===== config.mk =====
export PLATFORM = sky130hd
export DESIGN_NAME = multicycle_control
export DESIGN_NICKNAME = d
export VERILOG_FILES = /design/src/rtl/multicycle_control.sv
export SDC_FILE = /design/constraint.sdc
export NUM_CORES = 1
export LEC_CHECK = 0
export ABC_AREA = 1
export BUFFER_PORTS_ARGS = -buffer_cell sky130_fd_sc_hd__buf_2
export CORE_AREA = 2 2 39 41
export CTS_CLUSTER_DIAMETER = 80
export DETAILED_ROUTE_END_ITERATION = 8
export DIE_AREA = 0 0 41 43
export PLACE_DENSITY = 0.71
export SYNTH_ARGS = -nofsm -noshare
export SYNTH_HDL_FRONTEND = slang
export SYNTH_SLANG_ARGS = --single-unit

===== constraint.sdc =====
create_clock -name clk -period 2.95 [get_ports clk]
set_input_delay 0.295 -clock clk [delete_from_list [all_inputs] [get_ports clk]]
set_output_delay 0.295 -clock clk [all_outputs]
set_load 0.02 [all_outputs]

===== src/rtl/multicycle_control.sv =====
`default_nettype none
// ============================================================================
// Module   : multicycle_control
// Brief    : Main control FSM for the multicycle MIPS datapath. Optional
//            ADDI support is enabled by defining MC_CTRL_ADDI_EN.
// Revision : 1.0 - initial release
// ============================================================================
module multicycle_control (
    input  logic       clk,
    input  logic       rst_n,
    input  logic [5:0] opcode,
    input  logic       mem_ready,
    output logic [1:0] alu_op,
    output logic       alu_src_a,
    output logic [1:0] alu_src_b,
    output logic [1:0] pc_src,
    output logic       pc_write,
    output logic       branch,
    output logic       iord,
    output logic       mem_read,
    output logic       mem_write,
    output logic       ir_write,
    output logic       reg_dst,
    output logic       mem_to_reg,
    output logic       reg_write,
    output logic       retire,
    output logic       illegal_op,
    output logic [3:0] state
);

    localparam logic [3:0] C_IDLE   = 4'd0;
    localparam logic [3:0] C_FETCH  = 4'd1;
    localparam logic [3:0] C_DECODE = 4'd2;
    localparam logic [3:0] C_MEMADR = 4'd3;
    localparam logic [3:0] C_MEMRD  = 4'd4;
    localparam logic [3:0] C_MEMWB  = 4'd5;
    localparam logic [3:0] C_MEMWR  = 4'd6;
    localparam logic [3:0] C_EXEC   = 4'd7;
    localparam logic [3:0] C_ALUWB  = 4'd8;
    localparam logic [3:0] C_BRANCH = 4'd9;
    localparam logic [3:0] C_JUMP   = 4'd10;
`ifdef MC_CTRL_ADDI_EN
    localparam logic [3:0] C_ADDIEX = 4'd11;
    localparam logic [3:0] C_ADDIWB = 4'd12;
    localparam logic [5:0] C_OP_ADDI = 6'b001000;
`endif

    localparam logic [5:0] C_OP_R    = 6'b000000;
    localparam logic [5:0] C_OP_LW   = 6'b100011;
    localparam logic [5:0] C_OP_SW   = 6'b101011;
    localparam logic [5:0] C_OP_BEQ  = 6'b000100;
    localparam logic [5:0] C_OP_J    = 6'b000010;

    logic [3:0] state_q;
    logic [3:0] state_d;
    logic [3:0] w_dispatch;

    assign state = state_q;

    always_ff @(posedge clk) begin
        if (!rst_n) begin
            state_q <= C_IDLE;
        end else begin
            state_q <= state_d;
        end
    end

    // DECODE target for the current opcode; FETCH marks an unrecognised opcode.
    always_comb begin
        w_dispatch = C_FETCH;
        case (opcode)
            C_OP_LW, C_OP_SW: w_dispatch = C_MEMADR;
            C_OP_R:           w_dispatch = C_EXEC;
            C_OP_BEQ:         w_dispatch = C_BRANCH;
            C_OP_J:           w_dispatch = C_JUMP;
`ifdef MC_CTRL_ADDI_EN
            C_OP_ADDI:        w_dispatch = C_ADDIEX;
`endif
            default:          w_dispatch = C_FETCH;
        endcase
    end

    always_comb begin
        state_d = C_IDLE;
        case (state_q)
            C_IDLE:   state_d = C_FETCH;
            C_FETCH:  state_d = mem_ready ? C_DECODE : C_FETCH;
            C_DECODE: state_d = w_dispatch;
            C_MEMADR: state_d = (opcode == C_OP_LW) ? C_MEMRD : C_MEMWR;
            C_MEMRD:  state_d = mem_ready ? C_MEMWB : C_MEMRD;
            C_MEMWB:  state_d = C_FETCH;
            C_MEMWR:  state_d = mem_ready ? C_FETCH : C_MEMWR;
            C_EXEC:   state_d = C_ALUWB;
            C_ALUWB:  state_d = C_FETCH;
            C_BRANCH: state_d = C_FETCH;
            C_JUMP:   state_d = C_FETCH;
`ifdef MC_CTRL_ADDI_EN
            C_ADDIEX: state_d = C_ADDIWB;
            C_ADDIWB: state_d = C_FETCH;
`endif
            default:  state_d = C_IDLE;
        endcase
    end

    always_comb begin
        alu_op     = 2'b00;
        alu_src_a  = 1'b0;
        alu_src_b  = 2'b00;
        pc_src     = 2'b00;
        pc_write   = 1'b0;
        branch     = 1'b0;
        iord       = 1'b0;
        mem_read   = 1'b0;
        mem_write  = 1'b0;
        ir_write   = 1'b0;
        reg_dst    = 1'b0;
        mem_to_reg = 1'b0;
        reg_write  = 1'b0;
        retire     = 1'b0;
        illegal_op = 1'b0;
        case (state_q)
            C_FETCH: begin
                mem_read  = 1'b1;
                alu_src_b = 2'b01;
                ir_write  = mem_ready;
                pc_write  = mem_ready;
            end
            C_DECODE: begin
                alu_src_b  = 2'b11;
                illegal_op = (w_dispatch == C_FETCH);
            end
            C_MEMADR: begin
                alu_src_a = 1'b1;
                alu_src_b = 2'b10;
            end
            C_MEMRD: begin
                mem_read = 1'b1;
                iord     = 1'b1;
            end
            C_MEMWB: begin
                reg_write  = 1'b1;
                mem_to_reg = 1'b1;
                retire     = 1'b1;
            end
            C_MEMWR: begin
                mem_write = 1'b1;
                iord      = 1'b1;
                retire    = mem_ready;
            end
            C_EXEC: begin
                alu_src_a = 1'b1;
                alu_op    = 2'b10;
            end
            C_ALUWB: begin
                reg_dst   = 1'b1;
                reg_write = 1'b1;
                retire    = 1'b1;
            end
            C_BRANCH: begin
                alu_src_a = 1'b1;
                alu_op    = 2'b01;
                pc_src    = 2'b01;
                branch    = 1'b1;
                retire    = 1'b1;
            end
            C_JUMP: begin
                pc_src   = 2'b10;
                pc_write = 1'b1;
                retire   = 1'b1;
            end
`ifdef MC_CTRL_ADDI_EN
            C_ADDIEX: begin
                alu_src_a = 1'b1;
                alu_src_b = 2'b10;
            end
            C_ADDIWB: begin
                reg_write = 1'b1;
                retire    = 1'b1;
            end
`endif
            default: ;
        endcase
    end

endmodule
`default_nettype wire


-- Word level (Yosys, flattened, before mapping)
Index checks and enable logic that the tools add are counted.
Widths: inputs -> output; s select.
- register bits after elaboration: 4
- bits in latches: 0
- RAM bits: 0
- memory bits (read-only): 0
- input port bits: 9
- output and inout bits: 22
- word-level logic and storage cells: 46
- memories kept: 0
- $add $sub $neg: 0
- $mul: 0
- div/mod/pow operators: 0
- magnitude comparators: 0
- eq/ne operators: 15
- shift operators: 0
- mux-type cells: 21
- bitwise gates (word level): 0
- reduce and logical (&&, ||, !) cells: 9
- operators with widths (kind ; number):
    $pmux 4 s7 ; 1
    $eq 4x3->1 const B ; 4
    $pmux 4 s4 ; 1
    $eq 4x4->1 const B ; 3
    $eq 6x6->1 const B ; 2
    $mux 1 ; 11
    $eq 4x1->1 const B ; 2
    $eq 4x2->1 const B ; 2
    $pmux 2 s2 ; 2
    $reduce_or 2->1 ; 4
    $eq 6x2->1 const B ; 1
    $eq 6x3->1 const B ; 1
    $logic_not 6->1 ; 1
    $pmux 2 s3 ; 1
    $reduce_or 5->1 ; 1
    $logic_not 4->1 ; 1
    $mux 2 ; 2
    $pmux 1 s2 ; 2
    $reduce_or 4->1 ; 1
    $mux 3 ; 1
    $reduce_or 3->1 ; 1

-- Logic depth before layout (Yosys ltp)
Gate-level depths: netlist of run 1.
- word-level depth: 5
- mapped depth: 8

-- Worst setup path before layout of run 1
Ideal clock, no wire load.
- path type: reg2out
- from: register state_q[3], in the netlist state[3]
- to: output port alu_op[0]
- arrival time: 1.434 ns
- data required time: 2.655 ns
- setup slack: 1.221 ns
- stages on the path, launching flop included: 6
- buffers on the path: 1
- cells stage by stage: dfxtp_1 > inv_1 > nor2_1 > inv_1 > nor2_1 > buf_4
- cells in the longest elaborated chain, start to end: 2
- elaborated cells on any way between the ends: 3
- those cells by class: eq/ne: 2; mux: 1
- RTL lines (item ; RTL line ; source):
    from (decl) ; 54 ; logic [3:0] state_q;
    from (signal assigned) ; 64 ; state_q <= state_d;
    $eq 4x4->1 or $eq 4x3->1 (tied branches) ; 121 ; case (state_q)
    $pmux 2 s2 (*) ; 121 ;
    to (decl) ; 13 ; output logic [1:0] alu_op,
Mark *: on every way between the ends. The rest lies on a longest branch, timed or not.

-- Worst setup path in the final report of run 1
- from: register state_q[1], in the netlist state[1]
- to: output port illegal_op
- cells in the longest elaborated chain, start to end: 2
- RTL lines (item ; RTL line ; source):
    $eq 4x2->1 ; 121 ;
    $mux 1 ; 121 ;
    to (decl) ; 27 ; output logic illegal_op,
Every way passes these cells.

==> flow_summary.yaml, run 1 <==
status:
  status: "finished clean"
min_path:
  hp-class: "in2reg"
finish:
  final_layout_size_suffix_gt1_share_pct: 33.9
  largest_register_ffs: 4
  area_growth_pct: 36.2
  finalNonFillerCells: 140
  antenna_cells: 0
  nets: 135
  layout_common_cells: "30 x buf_2, 22 x nand2_1, 21 x inv_1"
  layout_commonest_cell: "buf_2"
die:
  coreArea_sq_mm: 0.00138
  fp.dieH_microns: 43
  fp.dieW_microns: 41
  initial_utilization_pct: 35.4
  rows: 14
  boundaryPins: 31
  dieArea_sq_mm: 0.00176
clocking:
  clk-insertion-delay-late_ns: 0.23
  tritoncts: "built"
  h-tree-depth: 1
  post-cts-setup-buffers: 0
  cts_resized: 0
  clk_pin_slew_worst_paths_ns: 0.04
  root_buffer: "clkbuf_4"
  cts_buffer_depth: 2
  cts_made_buffers: 3
  ctsHoldBuffers: 0
  cts_sinks: 4
run:
  cap_violations: 0
critical_path:
  critical-path-top-delay-family: "flip-flops"
  cp-start-kind: "flop"
  cp-end-kind: "output port"
  crit_required_ns: 2.65
  crit_path_max_fanout: 5
  endpoint: "illegal_op"
  critPathSlowestCell: "dfxtp_1"
  worstSetupPathType: "reg2out"
  ff2ff_setup_slack_ns: 1.78
  crit_path_max_incr_delay_ns: 0.44
  r2r_end: "state[2]"
  path_depth: 7
  cp_cell_sequence: "inv_2 -> nor2_4 -> inv_2 -> nor2_4 -> nand3_1 -> nor2_1 -> buf_2"
  path_buf_inv: 3
  crit_arrival_ns: 1.38
  crit_start: "state[1]"
  r2r-start: "state[3]"
  ff2ff_path_depth: 7
sta:
  rsz0062_at_grt: "no"
  worstMarginPinSlew_ns: 0.271
  period_minus_slack_ns: 1.68
  slew_headroom_pct: 81.9
  finalHoldViolCount: 0
  setup-violations-final: 0
  finClkSkew_ns: 0.00185
  fmax_mhz: 596
  drv_slew: 0
  timing.final.crit_share_pct: 56.9
  tns_ns: 0
placement:
  gp_congestion: 0.800
  hpwl_microns: 1040
  dp_cells: 137
  io_buffer_count: 30
synth:
  syn_inst: 93
  syn_area_per_cell_sq_um: 5.27
  ys_seq_elements: 4
  ys_types: 14
  synth_warnings: 0
  syn_nets: 102
  synth_area_sq_um: 490
  synth-seq-area-share_pct: 16.3
power_and_ir_drop:
  p_per_area_mw_per_mm2: 314
  vdd_drop_max_mv: 0.282
  p_leak_nw: 0.465
drt:
  via_per_inst: 4.54
  drtIter0Drc: 14
  vias: 635
  drcViolationCount: 0
  firstDrtPassIters: 4
  routed_wl_microns: 1210
  detail_route.wl_per_cell_microns: 8.66
  antenna_left: 0
grt:
  grt_max_degree: 7
  first_global_vias: 496
  grt-ovfl-total: 0
  antenna_found_initial: 0
  grt.total_usage_pct: 14.8
  grt_pass1_wl_microns: 1870
power by group:
part	internal [mW]	total (mW)	switching [mW]
clock	0.0455	0.0675	0.0220
sequential	0.0577	0.0633	0.00568
combinational	0.0265	0.0793	0.0528
Yosys cell counts:
| library cell | number | area, sq um |
|---|---|---|
| o22ai_1 | 1 | 6.26 |
| o211ai_1 | 1 | 7.51 |
| a21oi_1 | 2 | 10.0 |
| inv_2 | 3 | 11.3 |
| nand3_1 | 10 | 50.1 |
| nor2_4 | 5 | 56.3 |
| a21oi_2 | 1 | 8.76 |
| dfxtp_1 | 4 | 80.1 |
| o21ai_0 | 2 | 10.0 |
| nor2_1 | 18 | 67.6 |
| inv_1 | 21 | 78.8 |
| buf_4 | 2 | 15.0 |
| nand2_1 | 22 | 82.6 |
| nand4_1 | 1 | 6.26 |
kinds of logic after synthesis:
family,synth area share (%)
AOI/OAI and AO/OA,8.68
buffers and inverters,21.4
DFF,16.3
and+or+nand+nor,53.6
metal layers:
metal  routed length, microns  part of all wire, %  track usage (%)
met3                      132                   11             4.71
met2                      563                   46             23.8
met1                      516                   43             18.3
met4                        0                    0             4.00
met5                        0                    0                0
stage by stage:
step           hold slack [ns]  total power, mW  utilization [%]  instance area (sq um)  setup slack [ns]
5_1_grt                  0.286            0.231             48.3                    668              1.11
4_1_cts                  0.265            0.215             48.3                    668              1.24
6_report                 0.273            0.210             48.3                    668              1.27
2_1_floorplan            0.393            0.117                -                    490              1.22
3_5_place_dp             0.513            0.144             46.7                    646              1.50
3_3_place_gp             0.510            0.143             46.7                    646              1.51
layout make-up:
class | instances | area (sq um)
clock buffer | 3 | 22.5
fill | 170 | 716
inverter | 24 | 90.1
multi-input combinational | 63 | 305
sequential | 4 | 80.1
tap | 16 | 20.0
timing repair buffer | 30 | 150
how the worst min path moves through the flow:
stage	from	to	slack [ns]	cells after the start
3_3_place_gp	rst_n	state[0]	0.51	3
5_1_grt	rst_n	state[0]	0.29	3
3_5_place_dp	rst_n	state[2]	0.51	3
4_1_cts	rst_n	state[2]	0.26	3
2_1_floorplan	rst_n	state[0]	0.39	2
6_report	rst_n	state[2]	0.27	3
worst reg2reg max path, stage by stage (launching register included):
cell and delay, ns:
dfxtp_1 0.46, nor2_4 0.07, inv_1 0.16, nor2_1 0.08, a21oi_1 0.11, nand3_1 0.08, nand2_1 0.06, inv_1 0.03
Note: power is estimated with default switching activity, not from simulation.
==> run 2: changes to the inputs <==
- CORE_AREA: 2 2 39 41 -> unset
- CORE_UTILIZATION: unset -> 36
- DIE_AREA: 0 0 41 43 -> unset
- PLACE_DENSITY: 0.71 -> 0.72
- clock period: 2.95 -> 1.53 ns (I/O delays scaled with it)
==> run 2 against run 1 <==
Effect of this change: register-to-register slack got worse by 1.4 ns; non-clock buffer count is 1 higher; highest routed layer unchanged; total power up 94%; design area up 3.0%; global-route usage up 2.6 points.
==> flow_summary.yaml, run 2 (same netlist as run 1, synthesis figures left out) <==
status:
  status: "finished clean"
placement:
  io_buffer_count: 30
  place_ws_ns: 0.225
  dp_cells: 135
  gp_congestion: 0.803
  hpwl_microns: 1000
  placed_area_sq_um: 648
power_and_ir_drop:
  vdd_drop_max_mv: 0.480
  p_leak_nw: 0.470
  p_per_area_mw_per_mm2: 591
  power.total_uw: 407
clocking:
  ctsHoldBuffers: 0
  cts_sinks: 4
  h-tree-depth: 1
  cts_made_buffers: 3
  root_buffer: "clkbuf_4"
  cts_buffer_depth: 2
  clk_pin_slew_worst_paths_ns: 0.04
  tritoncts: "built"
  clk-insertion-delay-late_ns: 0.23
sta:
  setup_slack_ns: 0.123
  period_minus_slack_ns: 1.41
  finalHoldViolCount: 0
  tns_ns: 0
  setup-violations-final: 0
  finClkSkew_ns: 0.00385
  timing.final.crit_share_pct: 92.0
  fin_hold_ws_ns: 0.134
  worstMarginPinSlew_ns: 0.221
  drv_slew: 0
  rsz0062_at_grt: "no"
  fmax_mhz: 711
  slew_headroom_pct: 85.2
die:
  fp.dieW_microns: 38.9
  rows: 12
  coreArea_sq_mm: 0.00119
  dieArea_sq_mm: 0.00151
  fp.dieH_microns: 38.9
  initial_utilization_pct: 41.4
  boundaryPins: 31
drt:
  drcViolationCount: 0
  vias: 622
  firstDrtPassIters: 4
  drtIter0Drc: 11
  via_per_inst: 4.47
  routed_wl_microns: 1180
  detail_route.wl_per_cell_microns: 8.49
  antenna_left: 0
finish:
  final_layout_size_suffix_gt1_share_pct: 40.0
  antenna_cells: 0
  finalNonFillerCells: 139
  layout_commonest_cell: "buf_2"
  final_cell_area_sq_um: 688
  layout_common_cells: "30 x buf_2, 22 x nand2_1, 21 x inv_1"
  nets: 136
  area_growth_pct: 40.3
  final_util_pct: 58.0
  largest_register_ffs: 4
critical_path:
  cp-start-kind: "flop"
  worstSetupPathType: "reg2out"
  crit_path_max_incr_delay_ns: 0.37
  critPathSlowestCell: "dfxtp_4"
  crit_required_ns: 1.38
  crit_arrival_ns: 1.25
  crit_path_max_fanout: 5
  cp-end-kind: "output port"
  cp_cell_sequence: "inv_2 -> nor2_4 -> inv_2 -> nor2_4 -> nand3_1 -> nor2_1 -> buf_2"
grt:
  antenna_found_initial: 0
  grt.total_usage_pct: 17.4
  grt_pass1_wl_microns: 1870
  grt_max_degree: 7
  grt-ovfl-total: 0
  first_global_vias: 481
run:
  cap_violations: 0
min_path:
  hp-class: "in2reg"
[run 2: cell types whose count changed in the layout (fill, tap and decap cells not counted)]
| cell | change |
|---|---|
| dfxtp_2 | +3 |
| dfxtp_1 | -4 |
| nor2_1 | -3 |
| dfxtp_4 | +1 |
| nor2_2 | +3 |
| buf_4 | +1 |
[run 2: metal layers]
metal,vias to the layer above,GRT usage (%),wire (microns)
met3,0,3.47,67
met2,23,31.7,569
met1,254,21.1,542
li1,345,-,-
met4,0,2.59,0
met5,-,0,0
[run 2: path summary, 6_finish.rpt]
path / start / endpoint / slack (ns) / cells after the start
max: state[1] / illegal_op / 0.12 / 7
min: rst_n / state[0] / 0.13 / 3
max reg2reg: state[0] / state[0] / 0.41 / 8
min reg2reg: state[1] / state[3] / 0.71 / 4
[run 2: what timing repair did]
action,CTS,global route
setup buffers,0,1
pin swaps,0,1
endpoints found under the setup margin,2,11
resized for setup,2,4
[run 2: cell type report]
| class | instances | area, sq um |
|---|---|---|
| Timing Repair Buffer | 31 | 158 |
| Clock buffer | 3 | 22.5 |
| Sequential cell | 4 | 87.6 |
| Tap cell | 14 | 17.5 |
| Inverter | 24 | 90.1 |
| Fill cell | 132 | 498 |
| Multi-Input combinational cell | 63 | 313 |
[run 2: power by group]
group	internal, mW	total, mW	leakage [nW]	switching (mW)
logic	0.0539	0.157	0.421	0.103
clock network	0.0876	0.128	0.0138	0.0402
registers	0.112	0.123	0.0346	0.0107
[run 2: worst max-delay path: cells and delay by family (launching register included)]
family | cells | cell delay, ns
flip-flops | 1 | 0.37
buffers and inverters | 3 | 0.30
AND/OR/NAND/NOR | 4 | 0.37
==> run 3: changes to the inputs <==
- CORE_AREA: unset -> 2 2 39 41
- CORE_UTILIZATION: 36 -> unset
- DIE_AREA: unset -> 0 0 41 43
- HOLD_SLACK_MARGIN: unset -> 0.1
- PLACE_DENSITY: 0.72 -> 0.71
- clock period: 1.53 -> 1.85 ns (I/O delays scaled with it)
==> run 3 against run 2 <==
Effect of this change: combinational power decreased by 20%; clock skew decreased by 0.0021 ns; design area decreased by 2.9%; clock power decreased by 16%; cell count increased by 0.72%; first-iteration DRC count increased by 36%; utilization decreased by 9.7 points; largest cell class unchanged; largest power group unchanged.
==> flow_summary.yaml, run 3 (same netlist as run 1, synthesis figures left out) <==
status:
  status: "finished clean"
sta:
  worstMarginPinSlew_ns: 0.267
  rsz0062_at_grt: "no"
  setup-violations-final: 0
  timing.final.crit_share_pct: 84.5
  tns_ns: 0
  drv_slew: 0
  fin_hold_ws_ns: 0.169
  slew_headroom_pct: 82.1
  finalHoldViolCount: 0
  finClkSkew_ns: 0.00173
  setup_slack_ns: 0.286
  fmax_mhz: 639
  period_minus_slack_ns: 1.56
clocking:
  cts_buffer_depth: 2
  h-tree-depth: 1
  cts_made_buffers: 3
  tritoncts: "built"
  ctsHoldBuffers: 0
  clk_pin_slew_worst_paths_ns: 0.04
  post-cts-setup-buffers: 0
  cts_resized: 0
  root_buffer: "clkbuf_4"
  cts_sinks: 4
  clk-insertion-delay-late_ns: 0.23
die:
  fp.dieW_microns: 41
  boundaryPins: 31
  fp.dieH_microns: 43
  coreArea_sq_mm: 0.00138
  dieArea_sq_mm: 0.00176
  rows: 14
  initial_utilization_pct: 35.4
drt:
  routed_wl_microns: 1210
  firstDrtPassIters: 5
  vias: 636
  via_per_inst: 4.54
  drtIter0Drc: 15
  drcViolationCount: 0
  detail_route.wl_per_cell_microns: 8.66
  antenna_left: 0
critical_path:
  critical-path-top-delay-family: "flip-flops"
  cp_cell_sequence: "inv_2 -> nor2_4 -> inv_2 -> nor2_4 -> nand3_1 -> nor2_1 -> buf_2"
  cp-end-kind: "output port"
  path_buf_inv: 3
  crit_required_ns: 1.66
  crit_path_max_incr_delay_ns: 0.44
  crit_path_max_fanout: 5
  cp-start-kind: "flop"
  crit_arrival_ns: 1.38
  critPathSlowestCell: "dfxtp_1"
  worstSetupPathType: "reg2out"
grt:
  grt.total_usage_pct: 15.0
  grt_max_degree: 7
  grt-ovfl-total: 0
  antenna_found_initial: 0
  first_global_vias: 505
  grt_pass1_wl_microns: 1900
placement:
  hpwl_microns: 1060
  placed_area_sq_um: 646
  gp_congestion: 0.800
  place_ws_ns: 0.517
  io_buffer_count: 30
finish:
  layout_common_cells: "30 x buf_2, 22 x nand2_1, 21 x inv_1"
  antenna_cells: 0
  fillers: 183
  final_cell_area_sq_um: 668
  nets: 135
  final_layout_size_suffix_gt1_share_pct: 33.9
  largest_register_ffs: 4
  area_growth_pct: 36.2
  layout_commonest_cell: "buf_2"
power_and_ir_drop:
  p_per_area_mw_per_mm2: 502
  vdd_drop_max_mv: 0.451
  p_leak_nw: 0.465
run:
  cap_violations: 0
min_path:
  hp-class: "in2reg"
==> run 3: layout make-up <==
type                    instances  area [sq um]  share of cell area, %
multi-input cells              63           305                   45.7
repair buffers                 30           150                   22.5
inverters                      24          90.1                   13.5
flip-flops and latches          4          80.1                   12.0
clock buffers                   3          22.5                   3.37
well taps                      16          20.0                   3.00
==> run 3: worst reg2reg max path: stages (launching register included) <==
cell,delay (ns)
dfxtp_1,0.46
nor2_4,0.07
inv_1,0.16
nor2_1,0.08
a21oi_1,0.11
nand3_1,0.08
nand2_1,0.07
inv_1,0.03
==> run 3: worst paths after layout <==
kind,startpoint,endpoint,slack [ns],cells past startpoint
max,state[1],illegal_op,0.29,7
min,rst_n,state[0],0.17,3
max reg2reg,state[3],state[2],0.68,7
min reg2reg,state[1],state[3],0.74,4
==> run 3: stage by stage <==
stage	utilization (%)	cells	power (mW)
floorplan	-	93	0.186
global placement	46.7	137	0.228
detailed placement	46.7	137	0.230
CTS	48.3	140	0.343
global route	48.3	140	0.367
finish	48.3	140	0.335
==> run 3: power breakdown <==
| part | switching [mW] | internal (mW) | total (mW) | leakage [nW] |
|---|---|---|---|---|
| Combinational | 0.0838 | 0.0423 | 0.126 | 0.418 |
| Sequential | 0.00915 | 0.0919 | 0.101 | 0.0327 |
| Clock | 0.0354 | 0.0725 | 0.108 | 0.0138 |
| Total | 0.128 | 0.207 | 0.335 | 0.465 |
==> run 3: metal layers <==
metal  wire length [microns]  GRT usage [%]  up-vias
met4                       0           4.00        0
met5                       0              0        -
met3                     128           4.71        0
met2                     563           24.1       33
li1                        -              -      341
met1                     521           18.6      262
